**src/rtl/wbu_cwassemble.sv**
```systemverilog
// Packs 1, 2, 3 or 6 sextets from the ASCII-to-sextet decoder into one
// left-aligned 36-bit codeword and hands it to the command decoder.
module wbu_cwassemble (
  input  logic        i_clk,
  input  logic        i_reset,
  input  logic        i_soft_reset,
  input  logic        i_stb,
  input  logic        i_valid,
  input  logic [5:0]  i_hexbits,
  output logic        o_busy,
  output logic        o_stb,
  output logic [35:0] o_word,
  input  logic        i_busy,
  output logic        o_err
);

  typedef enum logic {
    S_IDLE = 1'b0,
    S_FILL = 1'b1
  } state_t;

  state_t      r_state, w_state_nx;
  logic [2:0]  r_remaining, w_remaining_nx;
  logic [2:0]  r_slot, w_slot_nx;
  logic [35:0] r_sreg, w_sreg_nx;
  logic [35:0] r_word, w_word_nx;
  logic [35:0] w_filled;
  logic [2:0]  w_len;
  logic        r_stb, w_stb_nx;
  logic        r_err, w_err_nx;
  logic        w_accept;
  logic        w_clear;

  // Header bits [5:4] select the codeword length in sextets.
  function automatic logic [2:0] f_length(input logic [5:0] hdr);
    logic [2:0] len;
    case (hdr[5:4])
      2'b00:   len = 3'd6;
      2'b01:   len = 3'd2;
      2'b10:   len = 3'd3;
      2'b11:   len = 3'd1;
      default: len = 3'd6;
    endcase
    return len;
  endfunction

  function automatic logic [35:0] f_insert(input logic [35:0] sreg,
                                           input logic [2:0]  slot,
                                           input logic [5:0]  hex);
    logic [35:0] res;
    res = sreg;
    case (slot)
      3'd0:    res[35:30] = hex;
      3'd1:    res[29:24] = hex;
      3'd2:    res[23:18] = hex;
      3'd3:    res[17:12] = hex;
      3'd4:    res[11:6]  = hex;
      3'd5:    res[5:0]   = hex;
      default: res = sreg;
    endcase
    return res;
  endfunction

  assign o_busy   = r_stb && i_busy;
  assign w_accept = i_stb && !o_busy;
  assign w_clear  = i_reset || i_soft_reset;
  assign w_len    = f_length(i_hexbits);
  assign w_filled = f_insert(r_sreg, r_slot, i_hexbits);

  // Next-state and output-register computation.
  always_comb begin
    w_state_nx     = r_state;
    w_remaining_nx = r_remaining;
    w_slot_nx      = r_slot;
    w_sreg_nx      = r_sreg;
    w_word_nx      = r_word;
    w_err_nx       = 1'b0;
    // A held word stays presented only while downstream stalls.
    w_stb_nx       = r_stb && i_busy;
    if (w_accept && i_valid) begin
      if (r_state == S_IDLE) begin
        w_sreg_nx = {i_hexbits, 30'd0};
        if (w_len == 3'd1) begin
          w_stb_nx       = 1'b1;
          w_word_nx      = {i_hexbits, 30'd0};
          w_remaining_nx = 3'd0;
          w_slot_nx      = 3'd0;
        end else begin
          w_state_nx     = S_FILL;
          w_remaining_nx = w_len - 3'd1;
          w_slot_nx      = 3'd1;
        end
      end else begin
        w_sreg_nx      = w_filled;
        w_remaining_nx = r_remaining - 3'd1;
        if (r_remaining == 3'd1) begin
          w_stb_nx   = 1'b1;
          w_word_nx  = w_filled;
          w_state_nx = S_IDLE;
          w_slot_nx  = 3'd0;
        end else begin
          w_slot_nx  = r_slot + 3'd1;
        end
      end
    end else if (w_accept && (r_state == S_FILL)) begin
      // Non-code character mid-word abandons the partial codeword.
      w_err_nx       = 1'b1;
      w_state_nx     = S_IDLE;
      w_remaining_nx = 3'd0;
      w_slot_nx      = 3'd0;
      w_sreg_nx      = 36'd0;
    end else begin
      w_err_nx = 1'b0;
    end
  end

  // State and output registers; either reset wins over a same-cycle accept.
  always_ff @(posedge i_clk) begin
    if (w_clear) begin
      r_state     <= S_IDLE;
      r_remaining <= 3'd0;
      r_slot      <= 3'd0;
      r_sreg      <= 36'd0;
      r_word      <= 36'd0;
      r_stb       <= 1'b0;
      r_err       <= 1'b0;
    end else begin
      r_state     <= w_state_nx;
      r_remaining <= w_remaining_nx;
      r_slot      <= w_slot_nx;
      r_sreg      <= w_sreg_nx;
      r_word      <= w_word_nx;
      r_stb       <= w_stb_nx;
      r_err       <= w_err_nx;
    end
  end

  assign o_stb  = r_stb;
  assign o_word = r_word;
  assign o_err  = r_err;

endmodule
```
**config.mk**
```make
export PLATFORM = sky130hd
export DESIGN_NAME = wbu_cwassemble
export DESIGN_NICKNAME = d
export VERILOG_FILES = /design/src/rtl/wbu_cwassemble.sv
export SDC_FILE = /design/constraint.sdc
export NUM_CORES = 1
export LEC_CHECK = 0
export ABC_CLOCK_PERIOD_IN_PS = 1400
export BUFFER_PORTS_ARGS = -buffer_cell sky130_fd_sc_hd__clkbuf_2
export CELL_PAD_IN_SITES_DETAIL_PLACEMENT = 1
export CELL_PAD_IN_SITES_GLOBAL_PLACEMENT = 1
export CORE_AREA = 10 10 110 112
export CTS_CLUSTER_SIZE = 14
export DETAILED_ROUTE_END_ITERATION = 6
export DIE_AREA = 0 0 120 122
export GPL_TIMING_DRIVEN = 1
export HOLD_SLACK_MARGIN = 0.02
export MAX_ROUTING_LAYER = met4
export PLACE_DENSITY = 0.81
export SYNTH_ARGS = -nofsm -noshare
export SYNTH_HDL_FRONTEND = slang
export SYNTH_SLANG_ARGS = --single-unit
export TNS_END_PERCENT = 1
```
**constraint.sdc**
```tcl
create_clock -name i_clk -period 1.4 [get_ports i_clk]
set_input_delay 0.21 -clock i_clk [delete_from_list [all_inputs] [get_ports i_clk]]
set_output_delay 0.21 -clock i_clk [all_outputs]
set_load 0.02 [all_outputs]
```
* After elaboration in Yosys (flattened, before gate mapping)
Cells that the tools add are included.
Word-level totals: register bits 81, output and inout bits 39, logic and storage cells 64
Cells by class: $add $sub $neg 3, eq/ne operators 11, mux-type cells 31, reduce and logical (&&, ||, !) cells 12
Operators with widths (number):
- 36-bit two-way mux | 6
- 6-bit two-way mux | 6
- 3-bit two-way mux | 7
- 3-bit case mux with 4 select lines | 1
- 1-bit two-way mux | 11
- 3-bit by 1-bit equality test with 1-bit output (second input constant) | 3
- 3-bit by 2-bit equality test with 1-bit output (second input constant) | 2
- 3-bit equality test (second input constant) | 2
- 3-bit by 1-bit subtractor with 3-bit output (second input constant) | 2
- 2-bit equality test (second input constant) | 2
- 1-bit logical AND | 4
- 2-bit nonzero test | 2
- 3-bit by 1-bit adder with 3-bit output (second input constant) | 1
- 3-bit zero test | 1
- 3-bit AND reduction | 1
- 2-bit by 1-bit equality test with 1-bit output (second input constant) | 1
- 2-bit zero test | 1
- 2-bit by 1-bit != test with 1-bit output (second input constant) | 1
- 2-bit OR reduction | 1
- 1-bit zero test | 1
- 1-bit logical OR | 1

* Depth between registers and ports, before layout
Gate-level depths: netlist of run 1.
word-level depth 6, mapped depth 8, gate-level depth less buffers 6

* Worst setup path before layout of run 1
OpenSTA, ideal clock, no wires.
path type reg2reg, start point register r_slot[0], end point register r_sreg[12], setup time 0.128 ns, arrival time 1.382 ns, data required time 1.272 ns, setup slack -0.109 ns, cell stages (with the launch flop) 8, buffers on the path 1, period minus slack after synthesis 1.509 ns, path through dfxtp_1 -> ha_1 -> ha_1 -> clkbuf_1 -> mux2i_1 -> nor2b_1 -> a22oi_1 -> nor2_1
On the way: longest elaborated chain between the ends 4
Ends and longest elaborated chain:
- start, declared | RTL line 24 | logic [2:0] r_slot, w_slot_nx;
- start signal, assigned | RTL line 130 | r_slot <= w_slot_nx;
- 3-bit by 2-bit equality test with 1-bit output | RTL line 52 | case (slot)
- 6-bit two-way mux | RTL line 52
- 36-bit two-way mux | RTL line 81 | if (r_state == S_IDLE) begin
- 36-bit two-way mux | RTL line 80 | if (w_accept && i_valid) begin
- end signal, assigned | RTL line 131 | r_sreg <= w_sreg_nx;
- end, declared | RTL line 25 | logic [35:0] r_sreg, w_sreg_nx;
No other way between the ends. A chain may end at the register's enable or synchronous reset.

* Final worst setup path of run 1
start point register r_remaining[1], end point register r_word[10] (netlist: o_word[10])
On the way: longest elaborated chain between the ends 3
Ends and longest elaborated chain:
- start, declared | RTL line 23 | logic [2:0] r_remaining, w_remaining_nx;
- start signal, assigned | RTL line 129 | r_remaining <= w_remaining_nx;
- 3-bit by 1-bit equality test with 1-bit output | RTL line 96 | if (r_remaining == 3'd1) begin
- 2-bit by 1-bit != test with 1-bit output (no line)
- 3-bit AND reduction (no line)
- end signal, assigned | RTL line 132 | r_word <= w_word_nx;
- end, declared | RTL line 26 | logic [35:0] r_word, w_word_nx;
No other way between the ends.

==> results.ini, run 1 <==
[timing]
maxSlewViolCount=0
period_share=1.14
min_period_ns=1.59
relSlewSlack=0.783
rsz0062_at_grt=true
fin_hold_ws_ns=0.145
worst_slew_pin_slew_ns=0.325
hold_viol_final=0
clock.fmax_mhz=629
setup_violations=60
layout_setup_ws_ns=-0.190
tns_ns=-6.85
finClkSkew_ns=0.0114

[route]
met1_length_um=4650
drt_wl_total_um=11700
num_vias=3278
routedWlPerCell_um=18.8
route.met2.wl_um=6270
drt-pass1-iter-count=4
highest_layer=met4
drtAntennaViolNets=0
drt-initial-drc-count=145
dr_wl_met3_um=436
vias_per_cell=5.26
drc=0

[logic_synthesis]
async_reset_ff_frac=0
yosysTopAreaCell=dfxtp_1
synth-edff-count=0
yosysUniqueCellTypes=38
netlist_area_um2=3560
synthTopCellsByArea=dfxtp_1, mux2i_1, nand2_1
seq_area_frac_synth=0.455
synth_cells=419
ys_warn_count=0
synth_nets=438
netlist.area_leader.share=0.455
avgSynthCellArea_um2=8.50
synth-seq-cells=81
yosys_most_used_dff=dfxtp_1

[grt]
grtUsageTotal=0.157
grt_max_degree=48
overflow=0
grt_pass1_vias=3520
antenna_found_initial=0
grt_first_pass_wirelength_um=17800

[floorplanning]
die_area_um2=14600
coreArea_um2=10000
die_w_um=120
die_h_um=122
io_pins=51
rows=37
initial_core_util=0.354

[worst_hold_path]
hp-class=in2reg
min_to=o_stb
worst_hold_path.num_cells=3
hold_path_startpoint=i_reset

[clock_network]
cts.htree.levels=3
clk_transition_reported_paths_ns=0.08
clk_path_buf_depth=2
insertion_delay_ns=0.37
root_buffer=clkbuf_8
clkSinkCount=81
hold_buffers=0
cts_tree=done
cts_buffers=9

[critical_path]
path_class=reg2reg
r2r_end=o_word[10]
crit_path_max_fanout=10
rr_startpoint=r_remaining[1]
crit_arrival_ns=1.89
worst_r2r_path_depth=8
cp-start-kind=flop
required_ns=1.70
cp-end-kind=flop
r2r_slack_ns=-0.19

[place]
hpwlAfterDp_um=7500
gp_congestion=0.808
port_buffers=50

[cells_and_area]
areaGrowthSynthToFinish_pct=32.2
fin_nets=501
utilization=0.469
drive_gt1_frac=0.345
mostFrequentLayoutCell=nand2_1
final_cell_mix=nand2_1, dfxtp_1, clkbuf_2
antenna_cells=0

[power_and_ir_drop]
p_total_mw=4.25
p_leak_nw=1.68
ir_worst_vdd_uv=406
powerDensity_nw_per_um2=903

[run]
cap_violations=0

[status]
outcome=finished with violations
violations=negative setup slack

-- synth_stat cells, drive strengths merged (2+ instances only) --
cell	number
o21ai	8
dfxtp	81
inv	7
nand2	96
nor2b	8
clkbuf	17
nor2	43
a211oi	6
buf	16
and2	2
a21o	2
nand3	6
and3b	2
mux2i	36
a21oi	33
ha	7
a22oi	32
nand2b	3
-- how the worst max path moves through the flow --
stage                   startpoint         end  slack [ns]  cells past startpoint
finish              r_remaining[1]  o_word[10]       -0.19                      8
CTS                 r_remaining[1]  o_word[32]       -0.18                      7
global route        r_remaining[1]  o_word[13]       -0.27                      7
floorplan           r_remaining[1]  o_word[32]       -0.02                      7
global placement    r_remaining[1]  o_word[23]       -0.18                      7
detailed placement  r_remaining[1]  o_word[26]       -0.25                      7
-- layout make-up --
| cell class | count | area [um^2] |
|---|---|---|
| Clock inverter | 5 | 31.3 |
| Inverter | 7 | 26.3 |
| Sequential cell | 81 | 1630 |
| Fill cell | 1177 | 5340 |
| Multi-Input combinational cell | 298 | 2020 |
| Timing Repair Buffer | 85 | 684 |
| Clock buffer | 11 | 141 |
| Tap cell | 136 | 170 |
-- worst max-delay path, cell delays in order, from the launching register on --
cell	delay, ns
dfxtp_2	0.36
inv_2	0.05
ha_2	0.17
and3b_1	0.20
o211ai_1	0.17
buf_4	0.20
buf_12	0.15
nand2_1	0.09
a21oi_2	0.14
-- per-stage QoR --
step / cells / instance area [um^2] / worst slack (ns)
6_report: 623 / 4710 / -0.190
5_1_grt: 623 / 4710 / -0.265
4_1_cts: 622 / 4490 / -0.178
3_5_place_dp: 604 / 4190 / -0.247
3_3_place_gp: 604 / 4190 / -0.180
2_1_floorplan: 419 / 3580 / -0.0230
-- report_power, final --
part           switching, mW  internal (mW)
logic                  0.217          0.129
registers             0.0103           2.31
clock network          0.897          0.687
total                   1.12           3.13
-- flip-flops by register name, indices dropped and copies added, names as in the netlist --
register     cells
o_word          36
o_stb            1
r_sreg          36
r_state          1
r_slot           3
o_err            1
r_remaining      3
-- cells by family (layout without fill, tap and decap cells) --
logic type,after synthesis,count (layout),share of synthesized area
XOR/XNOR,1,1,0.00246
buffers and inverters,40,108,0.0527
multiplexers,36,36,0.101
adder cells (fa/ha/maj),7,7,0.0246
AND/OR/NAND/NOR,165,165,0.193
AO/OA/AOI/OAI,89,89,0.171
flip-flops,81,81,0.455
-- routing by layer --
metal | global-route usage | up-vias
li1 | - | 1557
met1 | 0.158 | 1636
met2 | 0.285 | 61
met3 | 0.0384 | 24
met4 | 0.0664 | 0
met5 | - | -
-- repair_timing --
item,4_1_cts,5_1_grt
gates resized for setup,29,49
setup buffers,1,1
gates cloned,1,0
endpoints found under the setup margin,76,77
pin swaps,2,2
Power figures use the tool's default switching activity.
==> inputs of run 2 (changes only) <==
- CTS_BUF_LIST: unset -> sky130_fd_sc_hd__clkbuf_4 sky130_fd_sc_hd__clkbuf_8
==> run 2 against run 1 <==
  * Wire length fell by 0.31%
  * Design area hardly changed
  * Sequential share of layout area barely moved
  * The flow still finishes with violations (negative setup slack)
  * Clock skew is 0.0019 ns higher
  * Cell count did not move
==> results.ini, run 2 (synthesized netlist as in run 1, its figures left out) <==
[status]
outcome=finished with violations  ; unchanged
violations=negative setup slack  ; unchanged

[timing]
layout_setup_ws_ns=-0.188  ; was -0.190 ns
rsz0062_at_grt=true  ; unchanged
hold_viol_final=0  ; unchanged
min_period_ns=1.59  ; about the same
relSlewSlack=0.784  ; was 0.783
finClkSkew_ns=0.0132  ; was 0.0114 ns
worst_slew_pin_slew_ns=0.323  ; was 0.325 ns
setup_violations=60  ; unchanged
period_share=1.13  ; was 1.14
clock.fmax_mhz=630  ; was 629 MHz
maxSlewViolCount=0  ; unchanged

[power_and_ir_drop]
p_leak_nw=1.68  ; about the same
ir_worst_vdd_uv=415  ; was 406 uV
powerDensity_nw_per_um2=906  ; was 903 nW/um^2

[route]
vias_per_cell=5.24  ; was 5.26
drtAntennaViolNets=0  ; unchanged
drt-initial-drc-count=137  ; was 145
drt-pass1-iter-count=5  ; was 4
drt_wl_total_um=11700  ; about the same
num_vias=3262  ; was 3278
drc=0  ; unchanged
routedWlPerCell_um=18.7  ; was 18.8 um

[critical_path]
path_class=reg2reg  ; unchanged
required_ns=1.70  ; about the same
crit_arrival_ns=1.89  ; about the same
crit_path_max_fanout=10  ; unchanged
cp-start-kind=flop  ; unchanged
cp-end-kind=flop  ; unchanged

[cells_and_area]
post-route-cell-area_um2=4710  ; about the same
antenna_cells=0  ; unchanged
areaGrowthSynthToFinish_pct=32.3  ; was 32.2%
drive_gt1_frac=0.347  ; was 0.345
seq_area_um2=1630  ; unchanged
final_cell_mix=nand2_1, dfxtp_1, clkbuf_2  ; unchanged
multi_input_area_um2=2020  ; unchanged
fin_nets=501  ; unchanged
mostFrequentLayoutCell=nand2_1  ; unchanged
fillCellCount=1176  ; was 1177
stdcell_count=623  ; unchanged
utilization=0.469  ; about the same

[floorplanning]
die_area_um2=14600  ; unchanged
io_pins=51  ; unchanged
die_w_um=120  ; unchanged
coreArea_um2=10000  ; unchanged
initial_core_util=0.354  ; unchanged
die_h_um=122  ; unchanged
rows=37  ; unchanged

[grt]
overflow=0  ; unchanged
antenna_found_initial=0  ; unchanged
grt_first_pass_wirelength_um=17800  ; about the same
grt_max_degree=48  ; unchanged
grtUsageTotal=0.157  ; unchanged
grt_pass1_vias=3524  ; was 3520

[place]
gp_congestion=0.808  ; unchanged
hpwlAfterDp_um=7500  ; unchanged
place_inst=604  ; unchanged
port_buffers=50  ; unchanged
placed_cell_area_um2=4190  ; unchanged

[clock_network]
cts_buffers=9  ; unchanged
clk_transition_reported_paths_ns=0.08  ; about the same
root_buffer=clkbuf_8  ; unchanged
clkSinkCount=81  ; unchanged
insertion_delay_ns=0.37  ; about the same
cts.htree.levels=3  ; unchanged
cts_tree=done  ; unchanged
clk_path_buf_depth=2  ; unchanged

[run]
cap_violations=0  ; unchanged

[worst_hold_path]
hp-class=in2reg  ; unchanged

==> run 2: cell counts in the layout (fill, tap and decap cells not counted) <==
Identical to the previous run, type by type.
==> run 2: critical path: stages, from the launching register on <==
cell and delay, ns:
dfxtp_2 0.35, inv_2 0.05, ha_2 0.17, and3b_1 0.20, o211ai_1 0.17, buf_4 0.20
buf_12 0.15, nand2_1 0.09, a21oi_2 0.15
==> run 2: layout make-up <==
class / count / share of cell area
inverter: 7 / 0.00558
tap: 136 / 0.0361
sequential: 81 / 0.346
timing repair buffer: 85 / 0.145
multi-input combinational: 298 / 0.430
clock inverter: 5 / 0.00664
clock buffer: 11 / 0.0308
==> run 2: power breakdown <==
part	switching, mW	internal (mW)	total (mW)	leakage, nW
clock network	0.896	0.707	1.60	0.0925
registers	0.0103	2.31	2.32	0.656
logic	0.216	0.129	0.345	0.932
==> run 2: per-stage QoR <==
stage               setup TNS, ns  power, mW  setup WS, ns  hold WS, ns
floorplan                  -0.525       2.53       -0.0230        0.422
global placement            -5.79       2.66        -0.180        0.445
detailed placement          -9.58       2.67        -0.247        0.450
CTS                         -6.01       4.28        -0.178        0.141
global route               -12.44       4.43        -0.265        0.159
finish                      -6.73       4.27        -0.188        0.144
==> run 2: what timing repair did <==
action | in CTS | in global routing
hold buffers | 0 | 0
resized for setup | 29 | 49
endpoints found under the setup margin | 76 | 77
pin swaps | 2 | 2
buffers inserted | 1 | 1
gates cloned | 1 | 0
==> run 2: path summary, 6_finish.rpt <==
check	from	to	slack, ns	depth (start not counted)
max reg2reg	r_remaining[1]	o_word[10]	-0.19	8
min	i_reset	o_stb	0.14	3
max	r_remaining[1]	o_word[10]	-0.19	8
min reg2reg	o_word[0]	o_word[0]	0.46	2
==> run 2: layer usage <==
metal	track usage	vias up	routed length (um)
met2	0.286	60	6290
met1	0.158	1626	4580
met3	0.0384	21	519
met4	0.0664	0	280
li1	-	1555	-
met5	-	-	0
==> inputs of run 3 (changes only) <==
- ABC_CLOCK_PERIOD_IN_PS: 1400 -> 1340
- clock period: 1.4 -> 1.34 ns (I/O delays scaled with it)
==> run 3 against run 2 <==
  * The flow still finishes with violations (negative setup slack)
  * First-iteration DRC count increased by 51%
  * Maximum frequency decreased by 5.3%
  * Sequential power increased by 4%
  * Sequential cell count unchanged
  * Worst setup slack got worse by 0.15 ns
  * Count of clock-buffer cells in the layout increased by 1
  * Global-route usage increased by 0.50 points
  * Via count increased by 2.9%
  * Largest cell class unchanged
  * Highest routed layer unchanged
==> results.ini, run 3 (synthesized netlist as in run 1, its figures left out) <==
[cells_and_area]
drive_gt1_frac=0.417  ; was 0.347
utilization=0.498  ; was 0.469
post-route-cell-area_um2=5000  ; was 4710 um^2
areaGrowthSynthToFinish_pct=40.5  ; was 32.3%
final_cell_mix=nand2_1, dfxtp_1, clkbuf_2  ; unchanged
mostFrequentLayoutCell=nand2_1  ; unchanged
fin_nets=513  ; was 501
antenna_cells=0  ; unchanged

[critical_path]
slowest_stage=dfxtp_2  ; unchanged
crit_path_cell_trace=inv_2 > ha_4 > and3b_2 > o211ai_1 > buf_4 > clkbuf_16 > nand2_2 > a21oi_2  ; was inv_2 > ha_2 > and3b_1 > o211ai_1 > buf_4 > buf_12 > nand2_1 > a21oi_2
cp-end-kind=flop  ; unchanged
r2r_slack_ns=-0.34  ; was -0.19 ns
worst_r2r_path_depth=8  ; unchanged
cpPeakStageDelay_ns=0.35  ; about the same
required_ns=1.66  ; was 1.70 ns
r2r_end=o_word[14]  ; was o_word[10]
crit_path_max_fanout=5  ; was 10
path_class=reg2reg  ; unchanged
rr_startpoint=r_remaining[1]  ; unchanged
cp-start-kind=flop  ; unchanged
crit_arrival_ns=2.00  ; was 1.89 ns
path_delay_family=buffers and inverters  ; unchanged
critPathBufInv=3  ; unchanged

[grt]
grt_first_pass_wirelength_um=18600  ; was 17800 um
antenna_found_initial=0  ; unchanged
overflow=0  ; unchanged
grtUsageTotal=0.162  ; was 0.157
grt_pass1_vias=3602  ; was 3524
grt_max_degree=51  ; was 48

[power_and_ir_drop]
p_leak_nw=1.79  ; was 1.68 nW
p_total_mw=4.95  ; was 4.27 mW
ir_worst_vdd_uv=438  ; was 415 uV
powerDensity_nw_per_um2=990  ; was 906 nW/um^2

[timing]
worst_slew_pin_slew_ns=0.363  ; was 0.323 ns
min_period_ns=1.68  ; was 1.59 ns
tns_ns=-13.23  ; was -6.73 ns
hold_viol_final=0  ; unchanged
fin_hold_ws_ns=0.185  ; was 0.144 ns
maxSlewViolCount=0  ; unchanged
finClkSkew_ns=0.0123  ; was 0.0132 ns
setup_violations=72  ; was 60
relSlewSlack=0.757  ; was 0.784
period_share=1.25  ; was 1.13
clock.fmax_mhz=596  ; was 630 MHz
layout_setup_ws_ns=-0.337  ; was -0.188 ns
rsz0062_at_grt=true  ; unchanged

[place]
placed_cell_area_um2=4310  ; was 4190 um^2
hpwlAfterDp_um=7530  ; was 7500 um
port_buffers=50  ; unchanged
gp_congestion=0.840  ; was 0.808

[route]
drt_wl_total_um=12100  ; was 11700 um
drtAntennaViolNets=0  ; unchanged
drc=0  ; unchanged
drt-initial-drc-count=207  ; was 137
drt-pass1-iter-count=5  ; unchanged
routedWlPerCell_um=19.1  ; was 18.7 um
vias_per_cell=5.29  ; was 5.24
num_vias=3358  ; was 3262

[floorplanning]
die_h_um=122  ; unchanged
die_area_um2=14600  ; unchanged
io_pins=51  ; unchanged
die_w_um=120  ; unchanged
coreArea_um2=10000  ; unchanged
initial_core_util=0.354  ; unchanged
rows=37  ; unchanged

[clock_network]
insertion_delay_ns=0.39  ; was 0.37 ns
cts_tree=done  ; unchanged
hold_buffers=0  ; unchanged
root_buffer=clkbuf_8  ; unchanged
cts_buffers=9  ; unchanged
clkSinkCount=81  ; unchanged
clk_path_buf_depth=2  ; unchanged
clk_transition_reported_paths_ns=0.09  ; was 0.08 ns
cts.htree.levels=3  ; unchanged

[run]
cap_violations=0  ; unchanged

[worst_hold_path]
worst_hold_path.num_cells=3  ; unchanged
hold_path_startpoint=i_reset  ; unchanged
hp-class=in2reg  ; unchanged
min_to=r_remaining[0]  ; was o_stb

[status]
violations=negative setup slack  ; unchanged
outcome=finished with violations  ; unchanged

[run 3: changes by cell type in the layout (fill, tap and decap cells not counted), moves of 4 or more]
cell	before	now
a21oi_1	27	17
nor2_4	0	4
a21oi_2	6	16
nand2_2	5	15
buf_4	17	26
nand2_1	91	80
mux2i_2	15	20
a22oi_2	6	0
a22oi_1	26	32
mux2i_1	14	10
[run 3: report_power, final]
| group | switching (mW) | internal [mW] |
|---|---|---|
| registers | 0.0114 | 2.41 |
| logic | 0.242 | 0.164 |
| clock network | 0.979 | 1.15 |
| total | 1.23 | 3.72 |
[run 3: worst max path at each step]
stage | startpoint | end | cells past startpoint
floorplan | r_remaining[1] | o_stb | 7
global placement | r_remaining[1] | o_word[24] | 7
detailed placement | r_remaining[1] | o_word[10] | 7
CTS | r_remaining[1] | o_word[4] | 8
global route | r_remaining[1] | o_word[14] | 8
finish | r_remaining[1] | o_word[14] | 8
[run 3: cell type report]
cell class	count	area, um^2
Clock buffer	12	153
Fill cell	1167	5040
Sequential cell	81	1640
Clock inverter	4	76.3
Tap cell	136	170
Multi-Input combinational cell	298	2130
Inverter	7	28.8
Timing Repair Buffer	97	816
[run 3: metal layers]
| metal | global-route usage | part of all wire | vias up |
|---|---|---|---|
| met2 | 0.277 | 0.53 | 68 |
| met3 | 0.0319 | 0.039 | 25 |
| met1 | 0.179 | 0.41 | 1687 |
| li1 | - | - | 1578 |
| met4 | 0.0769 | 0.027 | 0 |
| met5 | - | 0 | - |
[run 3: through the flow]
step	setup WS [ns]	std cells
after floorplan	-0.0669	419
after global placement	-0.275	612
after detailed placement	-0.301	612
after CTS	-0.228	633
after global routing	-0.431	635
final	-0.337	635
[run 3: repair_timing]
item	CTS	global route
setup buffers	4	2
endpoints found under the setup margin	77	80
cloned	1	2
pin swaps	3	23
gates resized for setup	44	72
[run 3: worst min-delay path, stage by stage]
cell and delay, ns:
clkbuf_2 0.08, or2_2 0.17, a311oi_1 0.07
